==> src/rtl/mux_stage_pkg.sv <==
// Shared types and constants for the operand staging stage feeding the
// adiabatic 2:1 operand mux.
package mux_stage_pkg;

    localparam int ALU_W = 16;

    typedef enum logic {
        IDLE,
        HOLD
    } stager_state_t;

    typedef struct packed {
        logic [ALU_W-1:0] a;
        logic [ALU_W-1:0] b;
        logic             sel;
    } operand_t;

endpackage

==> src/rtl/stage_fifo.sv <==
// Synchronous FIFO buffering operand triples ahead of the mux hold sequencer.
// A pushed entry only becomes poppable one edge after it is written.
module stage_fifo #(
    parameter int DW    = 33,
    parameter int DEPTH = 2,
    parameter int LW    = $clog2(DEPTH + 1)
) (
    input  logic          clkpos,
    input  logic          rst_n,
    input  logic          push,
    input  logic          pop,
    input  logic [DW-1:0] wdata,
    output logic [DW-1:0] rdata,
    output logic          full,
    output logic          empty,
    output logic [LW-1:0] level
);

    localparam int AW = $clog2(DEPTH);

    logic [DW-1:0] mem [DEPTH];
    logic [AW:0]   wptr;
    logic [AW:0]   rptr;
    logic [AW:0]   wptr_q;

    // wptr_q lags wptr by one edge so a fresh write is never read in the
    // cycle it lands, giving the two-edge minimum latency to the mux.
    always_ff @(posedge clkpos or negedge rst_n) begin
        if (!rst_n) begin
            wptr   <= '0;
            rptr   <= '0;
            wptr_q <= '0;
        end else begin
            if (push && !full) begin
                wptr <= wptr + 1'b1;
            end
            if (pop && !empty) begin
                rptr <= rptr + 1'b1;
            end
            wptr_q <= wptr;
        end
    end

    always_ff @(posedge clkpos) begin
        if (push && !full) begin
            mem[wptr[AW-1:0]] <= wdata;
        end
    end

    assign rdata = mem[rptr[AW-1:0]];
    assign full  = (wptr[AW] != rptr[AW]) && (wptr[AW-1:0] == rptr[AW-1:0]);
    assign empty = (wptr_q == rptr);
    assign level = LW'(wptr - rptr);

endmodule

==> src/rtl/mux_operand_stager.sv <==
// Buffers {a, b, select} triples and holds each on registered mux inputs for
// HOLD cycles, flagging the last hold cycle with done.
module mux_operand_stager
    import mux_stage_pkg::*;
#(
    parameter int WIDTH = 16,
    parameter int DEPTH = 2,
    parameter int HOLD  = 2
) (
    input  logic                         clkpos,
    input  logic                         rst_n,
    input  logic                         s_valid,
    output logic                         s_ready,
    input  logic [WIDTH-1:0]             s_a,
    input  logic [WIDTH-1:0]             s_b,
    input  logic                         s_sel,
    output logic [WIDTH-1:0]             a,
    output logic [WIDTH-1:0]             b,
    output logic                         in,
    output logic                         hold_active,
    output logic                         done,
    output logic [$clog2(DEPTH+1)-1:0]   level
);

    localparam int DW = 2 * WIDTH + 1;
    localparam int CW = (HOLD > 1) ? $clog2(HOLD) : 1;

    // The HOLD parameter shadows the enum literal, so states are always
    // named through the package.
    stager_state_t state;
    stager_state_t state_nxt;
    logic [CW-1:0] cnt;
    logic [CW-1:0] cnt_nxt;
    logic          push;
    logic          pop;
    logic          full;
    logic          empty;
    logic [DW-1:0] head;

    assign s_ready = !full;
    assign push    = s_valid && !full;

    stage_fifo #(
        .DW    (DW),
        .DEPTH (DEPTH),
        .LW    ($clog2(DEPTH + 1))
    ) u_fifo (
        .clkpos (clkpos),
        .rst_n  (rst_n),
        .push   (push),
        .pop    (pop),
        .wdata  ({s_a, s_b, s_sel}),
        .rdata  (head),
        .full   (full),
        .empty  (empty),
        .level  (level)
    );

    always_comb begin
        state_nxt = state;
        cnt_nxt   = cnt;
        pop       = 1'b0;
        case (state)
            mux_stage_pkg::IDLE: begin
                if (!empty) begin
                    pop       = 1'b1;
                    cnt_nxt   = CW'(HOLD - 1);
                    state_nxt = mux_stage_pkg::HOLD;
                end
            end
            mux_stage_pkg::HOLD: begin
                if (cnt != '0) begin
                    cnt_nxt = cnt - 1'b1;
                end else if (!empty) begin
                    pop     = 1'b1;
                    cnt_nxt = CW'(HOLD - 1);
                end else begin
                    state_nxt = mux_stage_pkg::IDLE;
                end
            end
            default: begin
                state_nxt = mux_stage_pkg::IDLE;
            end
        endcase
    end

    always_ff @(posedge clkpos or negedge rst_n) begin
        if (!rst_n) begin
            state <= mux_stage_pkg::IDLE;
            cnt   <= '0;
            a     <= '0;
            b     <= '0;
            in    <= 1'b0;
        end else begin
            state <= state_nxt;
            cnt   <= cnt_nxt;
            if (pop) begin
                {a, b, in} <= head;
            end
        end
    end

    assign hold_active = (state == mux_stage_pkg::HOLD);
    assign done        = hold_active && (cnt == '0);

endmodule

==> config.mk <==
export PLATFORM = sky130hd
export DESIGN_NAME = mux_operand_stager
export DESIGN_NICKNAME = d
export VERILOG_FILES = /design/src/rtl/mux_stage_pkg.sv /design/src/rtl/stage_fifo.sv /design/src/rtl/mux_operand_stager.sv
export SDC_FILE = /design/constraint.sdc
export NUM_CORES = 1
export LEC_CHECK = 0
export BUFFER_PORTS_ARGS = -buffer_cell sky130_fd_sc_hd__buf_2
export CAP_MARGIN = 25
export CELL_PAD_IN_SITES_DETAIL_PLACEMENT = 2
export CELL_PAD_IN_SITES_GLOBAL_PLACEMENT = 2
export CORE_MARGIN = 1
export CORE_UTILIZATION = 36
export CTS_CLUSTER_DIAMETER = 200
export DETAILED_ROUTE_END_ITERATION = 12
export PLACE_DENSITY = 0.71
export SLEW_MARGIN = 30
export SYNTH_ARGS = -nofsm -noshare
export SYNTH_HDL_FRONTEND = slang
export SYNTH_SLANG_ARGS = --single-unit
==> constraint.sdc <==
create_clock -name clkpos -period 2.9 [get_ports clkpos]
set_input_delay 0.58 -clock clkpos [delete_from_list [all_inputs] [get_ports clkpos]]
set_output_delay 0.58 -clock clkpos [all_outputs]
set_load 0.01 [all_outputs]
==> impl_summary.txt, run 1 <==
----------------------------------------------------
[Setup path]
  List of cells traversed by the critical path ... ha_1 -> inv_1 -> o21ai_0 -> nor2_4 -> buf_12
  Endpoint of the lowest-slack register-to-register path ... u_fifo.mem[0][14]$_DFFE_PP_
  Slowest CP cell ... dfrtp_2
  Cell count of the worst reg-to-reg path ... 5
  Worst flop-to-flop path startpoint ... u_fifo.rptr[0]$_DFFE_PN0P_
  Crit path max fanout ... 18
  Gate family responsible for the most delay along the worst path ... flip-flops
  Critical path depth in cells ... 5
  Longest individual stage delay on the worst path ... 520 ps
  Bufs and invs on worst path ... 2
  Critical path startpoint category ... flop
  Critical path origin ... u_fifo.rptr[0]$_DFFE_PN0P_
  Crit path capture type ... flop
  Worst-case register-to-register setup slack ... between 600 and 700 ps
  WS Path Type ... reg -> reg
  Crit path arrival time ... around 2300 ps
  Data required time of the critical path ... roughly 3000 ps

[Logic synthesis]
  Cell types occupying the most area after synthesis ... edfxtp_1, dfrtp_1, mux2_2
  Synthesized instance count ... 204
  Cell type contributing the most total cell area after synthesis ... edfxtp_1
  Number of enable-type register cells in the synthesized netlist ... 66
  Dominant synthesized flop cell ... edfxtp_1
  Number of warning messages in the yosys log ... 0
  Async set-or-reset flop fraction in the synthesized netlist ... 38.3%
  Post-Syn Area per Cell ... 19.6 µm²
  Top-count cell post-synth ... edfxtp_1
  Portion of the post-synthesis area used by sequential elements ... 75.3%
  Net count after synthesis ... about 240
  Register bit total from synthesis ... 107
  Mapped Area ... 3990 µm²
  Top cell types by occurrence after synthesis ... edfxtp_1, mux2_2, dfrtp_1, xnor2_1
  Number of distinct standard cells referenced by the synthesized netlist ... 23
  Area share of the leading cell type in the synthesized netlist ... between 40% and 50%

[CTS]
  Largest buffer count on any clock path ... 2
  Clk sinks ... ~110
  Maximum level of the CTS H-tree ... 3
  Clock tree from TritonCTS ... done
  Clock root buffer ... clkbuf_8
  Number of buffers added by the clock tree synthesis step ... 9
  Quantity of hold-fixing buffers added after cts ... 0
  Number of instances resized during post-cts repair ... 0
  Clk slew on worst S/H paths ... about 100 ps
  Post-CTS setup buffers ... 0
  Clock latency reported for the late side of the worst-skew pair ... approximately 360 ps

[Power]
  Switching part of the total power ... 32.4%
  Flop pwr share ... 45.2%
  Power density cells ... 1190 nW/µm²
  Clk network pwr share ... 15.4%
  Leak pwr ... around 1.8 nW
  Combinational fraction of design power ... between 30% and 40%
  Net switching power figure ... 0.00182 W
  Internal power consumption ... 0.00380 W
  Worst IR drop on VDD ... between 0.5 and 0.6 mV

[Placed design]
  Weighted congestion at the end of routability-driven global placement ... slightly below 0.7
  Post-detailed-placement half-perimeter wirelength ... ~5.3 mm
  Port Buffer Count ... 73
  Placed Cells incl. Taps ... slightly above 400

[Detailed routing]
  Residual antenna-violating net count after detailed routing ... 0
  Highest routed metal layer ... met4
  Wire length per cell after detailed routing ... between 15 and 20 µm
  Met2 WL post-DR ... roughly 4.1 mm
  WL met1 ... ~3.3 mm
  Drt total wl ... 7.70 mm
  Violation count after the first detailed-route iteration ... 39
  Number of DRC violations after detailed routing ... 0
  Count of vias placed by the detailed router ... between 1500 and 2000
  Detailed Routing Iterations Pass 1 ... 4
  Post-DR vias/cell ... approximately 4.6
  Met3 layer wire length in the routed design ... around 210 µm

[Timing]
  Slew at the pin closest to its max-slew limit ... roughly 710 ps
  Setup repair after global routing missed its margin ... false
  Clk_skew ... about 10 ps
  Setup total negative slack ... 0 ps
  Achievable clock frequency ... between 400 and 500 MHz
  Final Setup Violations ... 0
  Hold Vio Cnt, Final ... 0
  Slew Limit Headroom ... 52.4%
  Final critical path time including I/O delays and setup ... 2240 ps
  Max Transition Viols Final ... 0
  Final Cycle Share ... around 77%

[Finish]
  Area of combinational cells with multiple inputs ... ~920 µm²
  Area growth from synthesis to final layout ... 18.1%
  Post-layout nets ... 323
  Final standard cell count with taps included and fillers excluded ... between 400 and 500
  Filler cell count in the final layout ... 1040
  Diodes inserted ... 0
  Share of final-layout standard cells stronger than drive strength 1 ... roughly 54%
  Area of all sequential standard cells ... ~3000 µm²

[Global routing]
  Global-route wire length before repair ... around 12 mm
  Vias in the first global route ... between 2000 and 2500
  Antenna violations before repair ... 0
  Overall global routing resource usage ... 14.7%
  Largest net degree at the start of global routing ... 30
  Grt total ovfl ... 0

[Floorplan]
  Top-Level Pins ... 74
  Die Footprint ... about 12000 µm²
  Die height ... about 110 µm
  Die W ... approximately 110 µm
  Initial standard-cell utilization of the core ... between 30% and 40%
  Placeable core region ... around 11000 µm²
  Standard-cell rows ... 38

[Outcome]
  Run status ... finished clean

[Hold path]
  Worst min-delay path class ... in -> async

[Run]
  Maximum Capacitance Violations ... 0

----------------------------------------------------
-- flip-flops by register name, summed over array words and instances (netlist names) --
signal	cells
u_fifo.mem	66
a	16
b	16
u_fifo.rptr	2
u_fifo.wptr	2
u_fifo.wptr_q	2
cnt	1
hold_active	1
in	1
-- worst max path at each step --
stage	endpoint	slack (ps)
3_3_place_gp	u_fifo.mem[0][5]$_DFFE_PP_	750
6_report	u_fifo.mem[0][14]$_DFFE_PP_	660
4_1_cts	u_fifo.mem[0][14]$_DFFE_PP_	610
5_1_grt	u_fifo.mem[0][14]$_DFFE_PP_	480
2_1_floorplan	u_fifo.mem[0][0]$_DFFE_PP_	80
3_5_place_dp	u_fifo.mem[0][7]$_DFFE_PP_	650
-- cells by family after synthesis --
kind of cell	count (synthesis)	share of synthesized area (%)
AO/OA/AOI/OAI	5	1.19
XOR/XNOR	8	2.13
adder cells (fa/ha/maj)	1	0.313
buffers and inverters	11	1.72
flip-flops	107	75.3
multiplexers	66	18.6
AND/OR/NAND/NOR	6	0.721
-- area by class of cell --
cell class / instances / share of cell area [%]
timing repair buffer: 78 / 8.80
inverter: 4 / 0.318
sequential: 107 / 63.8
tap: 140 / 3.71
clock buffer: 12 / 2.86
multi-input combinational: 86 / 19.6
clock inverter: 4 / 0.928
-- per-stage QoR --
| step | total power [W] | utilization (%) | instance area (µm²) | worst slack, ps | hold slack (ps) |
|---|---|---|---|---|---|
| 2_1_floorplan | 0.00414 | - | 3990 | 76.4 | 284 |
| 3_3_place_gp | 0.00475 | 41.9 | 4540 | 750 | 438 |
| 3_5_place_dp | 0.00487 | 41.9 | 4540 | 651 | 441 |
| 4_1_cts | 0.00576 | 43.5 | 4720 | 607 | 284 |
| 5_1_grt | 0.00601 | 43.5 | 4720 | 479 | 292 |
| 6_report | 0.00562 | 43.5 | 4720 | 664 | 259 |
-- cells in the final DEF (no fill, tap or decap), types with 2 or more instances in the layout --
cell,netlist,final
buf_4,1,4
xnor2_1,5,5
clkinv_2,0,2
dfrtp_1,41,40
mux2_2,62,62
clkbuf_1,2,3
inv_1,4,4
mux2_1,4,4
edfxtp_1,66,66
buf_2,1,73
xnor2_2,2,2
clkbuf_8,0,9
nand2_1,2,2
-- power by group through the flow --
stage	clock, W	sequential, W	combinational [W]
detailed placement	0	0.00260	0.00227
floorplan	0	0.00263	0.00151
global placement	0	0.00255	0.00219
finish	0.000864	0.00254	0.00222
CTS	0.000909	0.00256	0.00229
global route	0.000958	0.00262	0.00243
-- per-layer routing --
layer	up-vias	GRT usage [%]
met2	40	25.3
met4	0	6.75
met1	1023	18.3
li1	918	-
met3	9	2.18
met5	-	0
(Power assumes the default switching activity.)
==> run 2, diff against run 1 <==
==> constraint.sdc (replaced) <==
create_clock -name clkpos -period 1.85 [get_ports clkpos]
set_input_delay 0.37 -clock clkpos [delete_from_list [all_inputs] [get_ports clkpos]]
set_output_delay 0.37 -clock clkpos [all_outputs]
set_load 0.01 [all_outputs]
==> impl_summary.txt, run 2 (synthesis gave the netlist of run 1 again) <==
----------------------------------------------------
[Outcome]
  Run status ... finished clean (unchanged)

[Setup path]
  WS Path Type ... reg -> out (was reg -> reg)
  Crit path arrival time ... 1420 ps (was 2300 ps)
  Longest individual stage delay on the worst path ... 440 ps (was 520 ps)
  Cell count of the worst reg-to-reg path ... 7 (was 5)
  List of cells traversed by the critical path ... xnor2_2 -> buf_4 -> xnor2_2 -> buf_2 (was ha_1 -> inv_1 -> o21ai_0 -> nor2_4 -> buf_12)
  Worst setup path end ... level[1] (was u_fifo.mem[0][14]$_DFFE_PP_)
  Worst-case register-to-register setup slack ... 130 ps (was 660 ps)
  Slowest CP cell ... dfrtp_2 (unchanged)
  Most prevalent standard cell on the critical path ... xnor2_2
  Endpoint of the lowest-slack register-to-register path ... u_fifo.mem[1][17]$_DFFE_PP_ (was u_fifo.mem[0][14]$_DFFE_PP_)
  Critical path origin ... u_fifo.rptr[1]$_DFFE_PN0P_ (was u_fifo.rptr[0]$_DFFE_PN0P_)
  Crit path capture type ... output pin (was flop)
  Crit path max fanout ... 3 (was 18)
  Critical path startpoint category ... flop (unchanged)
  Worst flop-to-flop path startpoint ... u_fifo.wptr[0]$_DFFE_PN0N_ (was u_fifo.rptr[0]$_DFFE_PN0P_)
  Data required time of the critical path ... 1480 ps (was 2960 ps)

[Timing]
  Slew at the pin closest to its max-slew limit ... 423 ps (was 714 ps)
  Final critical path time including I/O delays and setup ... approximately 1800 ps
  Setup total negative slack ... 0 ps (unchanged)
  Slew Limit Headroom ... 71.8% (was 52.4%)
  Setup repair after global routing missed its margin ... true (was false)
  Final Cycle Share ... between 90% and 100%
  Hold Vio Cnt, Final ... 0 (unchanged)
  Final Setup Violations ... 0 (unchanged)
  Clk_skew ... 10.5 ps (was 10.3 ps)
  Max Transition Viols Final ... 0 (unchanged)
  Achievable clock frequency ... about 560 MHz

[Detailed routing]
  Residual antenna-violating net count after detailed routing ... 0 (unchanged)
  Detailed Routing Iterations Pass 1 ... 4 (unchanged)
  Post-DR vias/cell ... 4.68 (was 4.62)
  Count of vias placed by the detailed router ... 2059 (was 1990)
  Number of DRC violations after detailed routing ... 0 (unchanged)
  Drt total wl ... 8.07 mm (was 7.70 mm)
  Wire length per cell after detailed routing ... 18.3 µm (was 17.9 µm)
  Violation count after the first detailed-route iteration ... 61 (was 39)

[Finish]
  Area growth from synthesis to final layout ... 21.7% (was 18.1%)
  Share of final-layout standard cells stronger than drive strength 1 ... 59.0% (was 54.0%)
  Max FFs per register ... 66 (unchanged)
  Final standard cell count with taps included and fillers excluded ... 440 (was 431)
  Most frequent standard cell in the layout excluding fill and tap cells ... buf_2 (unchanged)
  Diodes inserted ... 0 (unchanged)
  Area of combinational cells with multiple inputs ... 952 µm² (was 925 µm²)
  Area of all sequential standard cells ... 3010 µm² (about the same)
  Post-layout nets ... 332 (was 323)
  Most used cells in the layout excluding fill and tap cells ... buf_2, edfxtp_1, mux2_2 (unchanged)
  Filler cell count in the final layout ... 1052 (was 1040)

[Power]
  Worst IR drop on VDD ... 0.836 mV (was 0.504 mV)
  Leak pwr ... 1.90 nW (was 1.85 nW)
  Power density cells ... 1910 nW/µm² (was 1190 nW/µm²)

[Global routing]
  Vias in the first global route ... 2412 (was 2200)
  Grt total ovfl ... 0 (unchanged)
  Global-route wire length before repair ... 12.8 mm (was 12.3 mm)
  Antenna violations before repair ... 0 (unchanged)
  Overall global routing resource usage ... 15.4% (was 14.7%)
  Largest net degree at the start of global routing ... 34 (was 30)

[Floorplan]
  Standard-cell rows ... 38 (unchanged)
  Top-Level Pins ... 74 (unchanged)
  Die Footprint ... 11500 µm² (unchanged)
  Initial standard-cell utilization of the core ... 36.8% (unchanged)
  Placeable core region ... 10800 µm² (unchanged)
  Die W ... 107 µm (unchanged)
  Die height ... 107 µm (unchanged)

[CTS]
  Number of buffers added by the clock tree synthesis step ... 9 (unchanged)
  Largest buffer count on any clock path ... 2 (unchanged)
  Clk sinks ... 107 (unchanged)
  Clock tree from TritonCTS ... done (unchanged)
  Clk slew on worst S/H paths ... 110 ps (was 100 ps)
  Clock latency reported for the late side of the worst-skew pair ... 370 ps (was 360 ps)
  Clock root buffer ... clkbuf_8 (unchanged)
  Maximum level of the CTS H-tree ... 3 (unchanged)

[Hold path]
  WHS Path Cells ... 1
  Worst min-delay path class ... in -> reg (was in -> async)

[Placed design]
  Placed Cells incl. Taps ... 420 (was 415)
  Weighted congestion at the end of routability-driven global placement ... 0.700 (was 0.681)
  Post-detailed-placement half-perimeter wirelength ... 5.41 mm (was 5.28 mm)
  Port Buffer Count ... 73 (unchanged)

[Run]
  Maximum Capacitance Violations ... 0 (unchanged)

----------------------------------------------------
[run 2: cell types whose count changed in the layout (fill, tap and decap cells not counted), moves of 3 or more]
| cell | before | now |
|---|---|---|
| inv_1 | 4 | 1 |
| clkbuf_1 | 3 | 0 |
| dfrtp_2 | 1 | 4 |
| buf_4 | 4 | 10 |
| dfrtp_1 | 40 | 37 |
[run 2: what timing repair did]
item | CTS | global route
endpoints found under the setup margin | 35 | 2
pin swaps | 1 | 1
endpoints found under the hold margin | 13 | 0
hold buffers | 1 | 0
gates resized for setup | 4 | 1
setup buffers | 0 | 3
gates cloned | 0 | 0
[run 2: metrics by stage]
stage / setup slack (ps) / power, W / instance area (µm²) / hold slack, ps / util, %
finish: 60.4 / 0.00928 / 4860 / 177 / 44.8
global route: -49.7 / 0.00989 / 4860 / 150 / 44.8
CTS: -3.83 / 0.00943 / 4840 / 154 / 44.6
detailed placement: 77.5 / 0.00793 / 4620 / 329 / 42.6
global placement: 183 / 0.00774 / 4620 / 319 / 42.6
floorplan: -164 / 0.00655 / 4020 / 74.4 / -
[run 2: metal layers]
| layer | share of wire [%] | GRT usage [%] | vias to the layer above | routed length [µm] |
|---|---|---|---|---|
| met5 | 0 | 0 | - | 0 |
| met4 | 1.3 | 5.58 | 0 | 108 |
| met3 | 3.6 | 3.69 | 9 | 287 |
| met2 | 54 | 28.1 | 45 | 4380 |
| met1 | 41 | 17.4 | 1066 | 3300 |
| li1 | - | - | 939 | - |
[run 2: layout make-up]
class | count | share of cell area [%]
Inverter | 4 | 0.386
Multi-Input combinational cell | 86 | 19.6
Sequential cell | 107 | 62.0
Clock inverter | 7 | 1.39
Tap cell | 140 | 3.60
Clock buffer | 9 | 2.55
Timing Repair Buffer | 87 | 10.5
[run 2: worst min path at each step]
stage / start / to / slack (ps)
floorplan: rst_n / a[0]$_DFFE_PN0P_ / 70
global route: s_a[10] / u_fifo.mem[0][27]$_DFFE_PP_ / 150
detailed placement: rst_n / b[2]$_DFFE_PN0P_ / 330
global placement: rst_n / b[2]$_DFFE_PN0P_ / 320
CTS: s_a[10] / u_fifo.mem[0][27]$_DFFE_PP_ / 150
finish: s_a[10] / u_fifo.mem[0][27]$_DFFE_PP_ / 180
[run 2: power by group]
group / leakage (nW) / total [W] / switching (W) / internal, W
logic: 0.715 / 0.00392 / 0.00186 / 0.00205
clock network: 0.0945 / 0.00138 / 0.000859 / 0.000525
registers: 1.09 / 0.00397 / 0.000398 / 0.00358
[run 2: critical path, delay by kind of cell, from the launching register on]
family / cells / cell delay [ps]
XOR/XNOR: 2 / 300
buffers and inverters: 2 / 310
flip-flops: 1 / 440
